`src/rtl/branch_predictor_if.sv`:
```
`default_nettype none
// ============================================================================
// Module      : branch_predictor_if
// Description : Fetch-lookup and execute-update bundle for branch_predictor.
// Revision    : 1.0 - initial release
// ============================================================================
interface branch_predictor_if #(
    parameter int W   = 32,
    parameter int IDX = 4,
    parameter int CW  = 16
);
    logic           f_valid;
    logic [W-1:0]   f_pc;
    logic           pred_valid;
    logic           pred_taken;
    logic [IDX-1:0] pred_idx;
    logic           u_valid;
    logic [IDX-1:0] u_idx;
    logic           u_br_en;
    logic           u_pred;
    logic           mispredict;
    logic [CW-1:0]  misp_cnt;

    modport master (
        output f_valid, f_pc, u_valid, u_idx, u_br_en, u_pred,
        input  pred_valid, pred_taken, pred_idx, mispredict, misp_cnt
    );

    modport slave (
        input  f_valid, f_pc, u_valid, u_idx, u_br_en, u_pred,
        output pred_valid, pred_taken, pred_idx, mispredict, misp_cnt
    );
endinterface
`default_nettype wire

```
`src/rtl/branch_predictor.sv`:
```
`default_nettype none
// ============================================================================
// Module      : branch_predictor
// Description : Bimodal 2-bit counter predictor; define BP_GSHARE_EN to hash
//               the lookup index with a global history register (gshare).
// Revision    : 1.0 - initial release
// ============================================================================
module branch_predictor #(
    parameter int W   = 32,
    parameter int IDX = 4,
    parameter int CW  = 16
) (
    input  logic               clk,
    input  logic               rst,
    branch_predictor_if.slave  bp
);

    localparam int            c_DEPTH   = 2 ** IDX;
    localparam logic [CW-1:0] c_CNT_MAX = {CW{1'b1}};
    localparam logic [CW-1:0] c_CNT_ONE = {{(CW-1){1'b0}}, 1'b1};

    logic [1:0]     r_ctr [c_DEPTH];
    logic           r_pred_valid;
    logic           r_pred_taken;
    logic [IDX-1:0] r_pred_idx;
    logic           r_mispredict;
    logic [CW-1:0]  r_misp_cnt;

    logic [IDX-1:0] w_lookup_idx;
    logic [1:0]     w_upd_ctr;
    logic [1:0]     w_upd_next;
    logic           w_misp;
    logic           w_unused;

    assign w_unused = ^{bp.f_pc[W-1:IDX+2], bp.f_pc[1:0]};

`ifdef BP_GSHARE_EN
    logic [IDX-1:0] r_ghr;

    // Lookup sees the history as it stands before this cycle's update shifts in.
    assign w_lookup_idx = bp.f_pc[IDX+1:2] ^ r_ghr;

    always_ff @(posedge clk or posedge rst) begin
        if (rst) begin
            r_ghr <= '0;
        end else if (bp.u_valid) begin
            r_ghr <= {r_ghr[IDX-2:0], bp.u_br_en};
        end
    end
`else
    assign w_lookup_idx = bp.f_pc[IDX+1:2];
`endif

    assign w_upd_ctr = r_ctr[bp.u_idx];
    assign w_misp    = bp.u_valid & (bp.u_br_en ^ bp.u_pred);

    always_comb begin
        w_upd_next = w_upd_ctr;
        if (bp.u_br_en) begin
            if (w_upd_ctr != 2'b11) w_upd_next = w_upd_ctr + 2'b01;
        end else begin
            if (w_upd_ctr != 2'b00) w_upd_next = w_upd_ctr - 2'b01;
        end
    end

    // Non-blocking write means a same-index lookup naturally reads the old value.
    always_ff @(posedge clk or posedge rst) begin
        if (rst) begin
            for (int i = 0; i < c_DEPTH; i++) r_ctr[i] <= 2'b01;
        end else if (bp.u_valid) begin
            r_ctr[bp.u_idx] <= w_upd_next;
        end
    end

    always_ff @(posedge clk or posedge rst) begin
        if (rst) begin
            r_pred_valid <= 1'b0;
            r_pred_taken <= 1'b0;
            r_pred_idx   <= '0;
            r_mispredict <= 1'b0;
            r_misp_cnt   <= '0;
        end else begin
            r_pred_valid <= bp.f_valid;
            if (bp.f_valid) begin
                r_pred_taken <= r_ctr[w_lookup_idx][1];
                r_pred_idx   <= w_lookup_idx;
            end
            r_mispredict <= w_misp;
            if (w_misp && (r_misp_cnt != c_CNT_MAX)) begin
                r_misp_cnt <= r_misp_cnt + c_CNT_ONE;
            end
        end
    end

    assign bp.pred_valid = r_pred_valid;
    assign bp.pred_taken = r_pred_taken;
    assign bp.pred_idx   = r_pred_idx;
    assign bp.mispredict = r_mispredict;
    assign bp.misp_cnt   = r_misp_cnt;

endmodule
`default_nettype wire

```
`src/flat_wrapper.sv`:
```
// flat-port wrapper written by rule: the top's interface ports become plain ports
module branch_predictor_flat 
#(
    parameter int W   = 32,
    parameter int IDX = 4,
    parameter int CW  = 16
)
  (clk, rst, bp_f_valid, bp_f_pc, bp_u_valid, bp_u_idx, bp_u_br_en, bp_u_pred, bp_pred_valid, bp_pred_taken, bp_pred_idx, bp_mispredict, bp_misp_cnt);
  branch_predictor_if #(.W(W), .IDX(IDX), .CW(CW)) bp_i ();
  input  logic clk;
  input  logic rst;
  input wire logic [$bits(bp_i.f_valid)-1:0] bp_f_valid;
  input wire logic [$bits(bp_i.f_pc)-1:0] bp_f_pc;
  input wire logic [$bits(bp_i.u_valid)-1:0] bp_u_valid;
  input wire logic [$bits(bp_i.u_idx)-1:0] bp_u_idx;
  input wire logic [$bits(bp_i.u_br_en)-1:0] bp_u_br_en;
  input wire logic [$bits(bp_i.u_pred)-1:0] bp_u_pred;
  output wire logic [$bits(bp_i.pred_valid)-1:0] bp_pred_valid;
  output wire logic [$bits(bp_i.pred_taken)-1:0] bp_pred_taken;
  output wire logic [$bits(bp_i.pred_idx)-1:0] bp_pred_idx;
  output wire logic [$bits(bp_i.mispredict)-1:0] bp_mispredict;
  output wire logic [$bits(bp_i.misp_cnt)-1:0] bp_misp_cnt;
  assign bp_i.f_valid = bp_f_valid;
  assign bp_i.f_pc = bp_f_pc;
  assign bp_i.u_valid = bp_u_valid;
  assign bp_i.u_idx = bp_u_idx;
  assign bp_i.u_br_en = bp_u_br_en;
  assign bp_i.u_pred = bp_u_pred;
  assign bp_pred_valid = bp_i.pred_valid;
  assign bp_pred_taken = bp_i.pred_taken;
  assign bp_pred_idx = bp_i.pred_idx;
  assign bp_mispredict = bp_i.mispredict;
  assign bp_misp_cnt = bp_i.misp_cnt;
  branch_predictor #(.W(W), .IDX(IDX), .CW(CW)) u_core (.clk(clk), .rst(rst), .bp(bp_i));
endmodule
```
`config.mk`:
```
export PLATFORM = sky130hd
export DESIGN_NAME = branch_predictor_flat
export DESIGN_NICKNAME = d
export VERILOG_FILES = /design/src/rtl/branch_predictor_if.sv /design/src/rtl/branch_predictor.sv /design/src/flat_wrapper.sv
export SDC_FILE = /design/constraint.sdc
export NUM_CORES = 1
export LEC_CHECK = 0
export CORE_MARGIN = 3
export CORE_UTILIZATION = 53
export CTS_CLUSTER_SIZE = 16
export DETAILED_ROUTE_END_ITERATION = 8
export GPL_ROUTABILITY_DRIVEN = 0
export PLACE_DENSITY = 0.94
export SYNTH_ARGS = -nofsm -noshare
export SYNTH_HDL_FRONTEND = slang
export SYNTH_SLANG_ARGS = --single-unit
```
`constraint.sdc`:
```
create_clock -name clk -period 3.37 [get_ports clk]
set_input_delay 0.337 -clock clk [delete_from_list [all_inputs] [get_ports clk]]
set_output_delay 0.337 -clock clk [all_outputs]
set_load 0.05 [all_outputs]
```
==> Word-level counts from Yosys, hierarchy flattened <==
Index checks and enable logic that the tools add are counted.
{ "word_totals": {"register_bits": 55, "input_bits": 42, "out_inout_bits": 23, "elab_cells": 48} }
{ "op_classes": {"n_addsub": 3, "magnitude_cmp": 3, "eq_ne": 2, "n_mux": 12, "n_bitwise": 4, "reduce_logical": 3} }
{ "ops": {"columns": ["cell", "count"], "rows": [
  ["bitwise mux 32 bit", 1],
  ["adder 16 x 1 -> 16 bit, second input constant", 1],
  ["binary-select mux 2 bit (select 4 bit)", 2],
  ["two-way mux 2 bit", 8],
  ["!= test 16 bit, second input constant", 1],
  ["greater-or-equal comparator 5 bit, second input constant", 2],
  ["NOT 4 -> 5 bit", 2],
  ["demux 2 bit (select 4 bit)", 1],
  ["< comparator 5 x 1 -> 1 bit, second input constant", 1],
  ["adder 2 x 1 -> 2 bit, second input constant", 1],
  ["logical AND 1 bit", 2],
  ["!= test 2 bit, second input constant", 1],
  ["nonzero test 2 bit", 1],
  ["subtractor 2 x 1 -> 2 bit, second input constant", 1],
  ["bitwise AND 1 bit", 1],
  ["XOR 1 bit", 1]
]} }

==> Logic depth before layout (Yosys ltp) <==
{ "depth": {"depth_word": 8, "mapped_depth": 6, "mapped_depth_nobuf": 5} }

==> Worst setup path before layout <==
OpenSTA, ideal clock, no wires.
{ "synth_path": {"path_type": "reg2reg", "startpoint": "register u_core.r_misp_cnt[8] (netlist: u_core.bp.misp_cnt[8])", "endpoint": "register u_core.r_misp_cnt[1] (netlist: u_core.bp.misp_cnt[1])", "setup_ns": 0.125, "arrival_time_ns": 1.884, "required_time_ns": 3.245, "setup_slack_ns": 1.361, "stages_incl_launch_ff": 5, "path_buffers": 0, "period_less_slack_ns": 2.009, "path_cell_list": "dfrtp_1 nand4_1 nor4_4 a21oi_1 mux2_2"} }
{ "synth_between": {"elab_chain_len": 2} }
{ "synth_rtl": {"columns": ["item", "line_no", "text"], "rows": [
  ["from (decl)", "branch_predictor.sv:27", "logic [CW-1:0] r_misp_cnt;"],
  ["from (signal assigned)", "branch_predictor.sv:90", "r_misp_cnt <= r_misp_cnt + c_CNT_ONE;"],
  ["!= test 16 bit", "branch_predictor.sv:89", "if (w_misp && (r_misp_cnt != c_CNT_MAX)) begin"],
  ["logical AND 1 bit", "branch_predictor.sv:89", null]
]} }
Every way passes these cells.
A chain may end at the register's enable or synchronous reset.

==> Worst setup path after layout <==
{ "layout_path": {"startpoint": "input bp_u_idx[1]", "endpoint": "register u_core.r_ctr[12] (netlist name)"} }
{ "layout_between": {"elab_chain_len": 8, "word_cells_on_any_way": 17, "classes_between": "2 x add/sub; 2 x order compare; 1 x eq/ne; 9 x mux; 1 x bitwise; 2 x reduce/logical"} }
{ "layout_rtl": {"columns": ["item", "line_no", "text"], "rows": [
  ["from (decl)", "flat_wrapper.sv:15", "input wire logic [$bits(bp_i.u_idx)-1:0] bp_u_idx;"],
  ["NOT 4 -> 5 bit (not written as such) *", "branch_predictor.sv:54, branch_predictor.sv:71", null],
  ["binary-select mux 2 bit (select 4 bit)", "branch_predictor.sv:54", "assign w_upd_ctr = r_ctr[bp.u_idx];"],
  ["two-way mux 2 bit (not written as such) (2 in a row)", "branch_predictor.sv:54", null],
  ["subtractor 2 x 1 -> 2 bit (tied with other cells)", "branch_predictor.sv:62", "if (w_upd_ctr != 2'b00) w_upd_next = w_upd_ctr - 2'b01;"],
  ["two-way mux 2 bit, on equally long branches", "branch_predictor.sv:62, branch_predictor.sv:60", null],
  ["two-way mux 2 bit", "branch_predictor.sv:59", "if (bp.u_br_en) begin"],
  ["bitwise mux 32 bit *", "branch_predictor.sv:71", "r_ctr[bp.u_idx] <= w_upd_next;"],
  ["to (signal, indexed assignment)", "branch_predictor.sv:71", null],
  ["to (decl)", "branch_predictor.sv:22", "logic [1:0] r_ctr [c_DEPTH];"]
]} }
Every way passes the cells marked *; elsewhere a longest branch is shown, timed or not. The select of a mux whose other input is x is not followed.

==> results.cfg <==
[setup_path]
rrSetupSlack_ns = 1.44
worstPathRequired_ns = 3.59
rr_worst_depth = 4
worstPathMaxFanout = 13
start_kind = input port
end_kind = flip-flop
reg2reg_to = u_core.r_ctr[12]$_DFFE_PP1P_
critPathKind = in2reg
startpoint = bp_u_idx[1]
rr_startpoint = u_core.r_ctr[0]$_DFFE_PP1P_
critPathCapture = u_core.r_ctr[12]$_DFFE_PP1P_
worstPathArrival_ns = 2.79

[die]
fp.coreArea_mm2 = 0.00485
start_util_pct = 56.5
io-pin-count = 65
die_w_um = 77.9
die_h_um = 77.9
row_count = 25
dieArea_mm2 = 0.00607

[sta]
rsz0062_at_grt = no
hold_violations = 0
drv_slew = 0
finalSetupViolCount = 0
max_freq_mhz = 390
period_share_pct = 76.1
max_slew_margin_pct = 29.3
finalSetupTns_ns = 0
worst_pin_slew_ns = 1.06
skew_ns = 0.00457
min_period_ns = 2.57
timing.hold.ws_ns = 0.480

[clocking]
hold_buffers = 0
htree_num_levels = 2
cts_tree = yes
postCtsResizedCells = 0
cts_buffer_depth = 2
clkLatencyLatePin_ns = 0.31
clock_sinks = 55
numCtsBuffers = 5
root_buffer = clkbuf_8
clkTransAtPathRegs_ns = 0.09
post_cts_buffers = 0

[synthesis]
async_reset_ff_share_pct = 100
synth_simple_gate_area_share_pct = 13.4
synth_compound_area_share_pct = 10.4
ys_ff_latch = 55
synth_xor_area_share_pct = 4.47
yosysUniqueCellTypes = 34
yosysTopAreaCell = dfrtp_1
syn-mean-instance-area_um2 = 11.3
synth_top_area_share_pct = 35.6
synthAdderAreaFrac_pct = 1.23
ys.flop_type = dfrtp_1
yosysSeqAreaShare_pct = 50.9
synth_warnings = 0
synth_edf_count = 0
synth_commonest_cells = dfrtp_1 (39), nor2_1 (30), a21oi_1 (18)
synth_fp_nets = 286
synth_most_common_cell = dfrtp_1
synth.mux.area_fraction_pct = 16.2
netlist_area_mm2 = 0.00274
synth_top_family_by_area = multiplexers
synthCells = 243
synthTopCellsByArea = dfrtp_1 (36%), dfstp_2 (15%), mux4_2 (11%), nor2_1 (4.1%), xor2_1 (3.8%)

[global_route]
grt_use_met3_pct = 4.64
grt_pass1_wl_mm = 10.1
grt_busiest_layer = met2
grt_max_degree = 53
use_met1_pct = 27.9
grtUsageMet2_pct = 35.1
grt.overflow.total = 0
grt_pass1_vias = 2093
antenna_found_initial = 0
grt_use_total_pct = 21.2

[route]
drtIter0Drc = 169
drcViolationCount = 0
first_pass_iters = 4
vias_per_cell = 5.93
wl_per_cell_um = 16.7
num_vias = 2069
detail-route-antenna-nets = 0
wirelength_mm = 5.84

[power_and_ir_drop]
p_leak_nw = 1.30
peakVddDrop_uv = 637
powerDensity_mw_per_mm2 = 691
finalPower_w = 0.00226

[finish]
diodes = 0
nFillCells = 377
nets = 324
design_area_mm2 = 0.00327
final_layout_size_suffix_gt1_share_pct = 18.4
area_growth_pct = 19.1

[run_status]
status = completed

[flow_run]
cap_violations = 0

[place]
hpwl_mm = 4.14
io_buffers = 36
place_area_mm2 = 0.00317

[hold_path]
hold_class = reg2reg
-- worst max-delay path: stages --
cell,delay (ns)
clkdlybuf4s50_1,0.92
buf_4,0.24
mux4_2,0.30
mux2i_1,0.49
a21oi_2,0.26
o22ai_1,0.24
-- kinds of logic after synthesis --
group                    Yosys count
AND/OR/NAND/NOR                   73
AO/OA/AOI/OAI                     49
multiplexers                      27
buffers and inverters             22
XOR/XNOR                          14
flip-flops                        55
adder cells (fa/ha/maj)            3
-- power breakdown --
group,internal [W],switching (W)
Sequential,0.000894,0.000157
Combinational,0.000347,0.000461
Clock,0.000188,0.000209
-- per-stage QoR --
stage,std cells,setup WS [ns],utilization [%]
after floorplan,243,1.36,-
after global placement,341,0.568,65.3
after detailed placement,341,0.540,65.3
after CTS,349,0.806,67.4
after global routing,349,0.637,67.4
final,349,0.805,67.4
-- layout make-up --
class / count / area (um^2) / area share, %
clock buffer: 8 / 100 / 3.07
inverter: 15 / 56.3 / 1.72
multi-input combinational: 166 / 1250 / 38.4
sequential: 55 / 1400 / 42.8
tap: 67 / 83.8 / 2.57
timing repair buffer: 38 / 375 / 11.5
-- layer usage --
metal,vias up,wire [um],share of wire [%]
met1,1017,2410,41
met4,0,102,1.7
li1,971,-,-
met5,-,0,0
met3,9,396,6.8
met2,72,2930,50
-- sequential cells by signal, indices dropped and copies added (netlist names) --
register,flops
u_core.r_ctr,32
u_core.bp.misp_cnt,16
u_core.bp.pred_idx,4
u_core.bp.mispredict,1
u_core.bp.pred_taken,1
u_core.bp.pred_valid,1
-- worst min path at each step --
stage / from / to / slack, ns / cells past startpoint
2_1_floorplan: bp_f_valid / u_core.bp.pred_valid$_DFF_PP0_ / 0.37 / 0
3_3_place_gp: u_core.r_ctr[28]$_DFFE_PP1P_ / u_core.r_ctr[28]$_DFFE_PP1P_ / 0.45 / 2
3_5_place_dp: u_core.r_ctr[28]$_DFFE_PP1P_ / u_core.r_ctr[28]$_DFFE_PP1P_ / 0.47 / 2
4_1_cts: u_core.r_ctr[28]$_DFFE_PP1P_ / u_core.r_ctr[28]$_DFFE_PP1P_ / 0.48 / 2
5_1_grt: u_core.r_ctr[14]$_DFFE_PP1P_ / u_core.r_ctr[14]$_DFFE_PP1P_ / 0.51 / 2
6_report: u_core.r_ctr[28]$_DFFE_PP1P_ / u_core.r_ctr[28]$_DFFE_PP1P_ / 0.48 / 2
-- layout by cell type (no fill, tap or decap), drive strengths merged --
cell / n
a2111oi: 1
a211oi: 3
a21oi: 19
a31oi: 9
and4: 2
buf: 2
clkbuf: 8
clkdlybuf4s50: 36
dfrtp: 39
dfstp: 16
ha: 1
inv: 15
maj3: 2
mux2: 9
mux2i: 5
mux4: 13
nand2: 6
nand2b: 3
nand3: 5
nand3b: 1
nand4: 5
nor2: 30
nor3: 12
nor3b: 1
nor4: 7
o21ai: 9
o22ai: 8
or3: 1
xnor2: 2
xor2: 12
(Power assumes the default switching activity.)
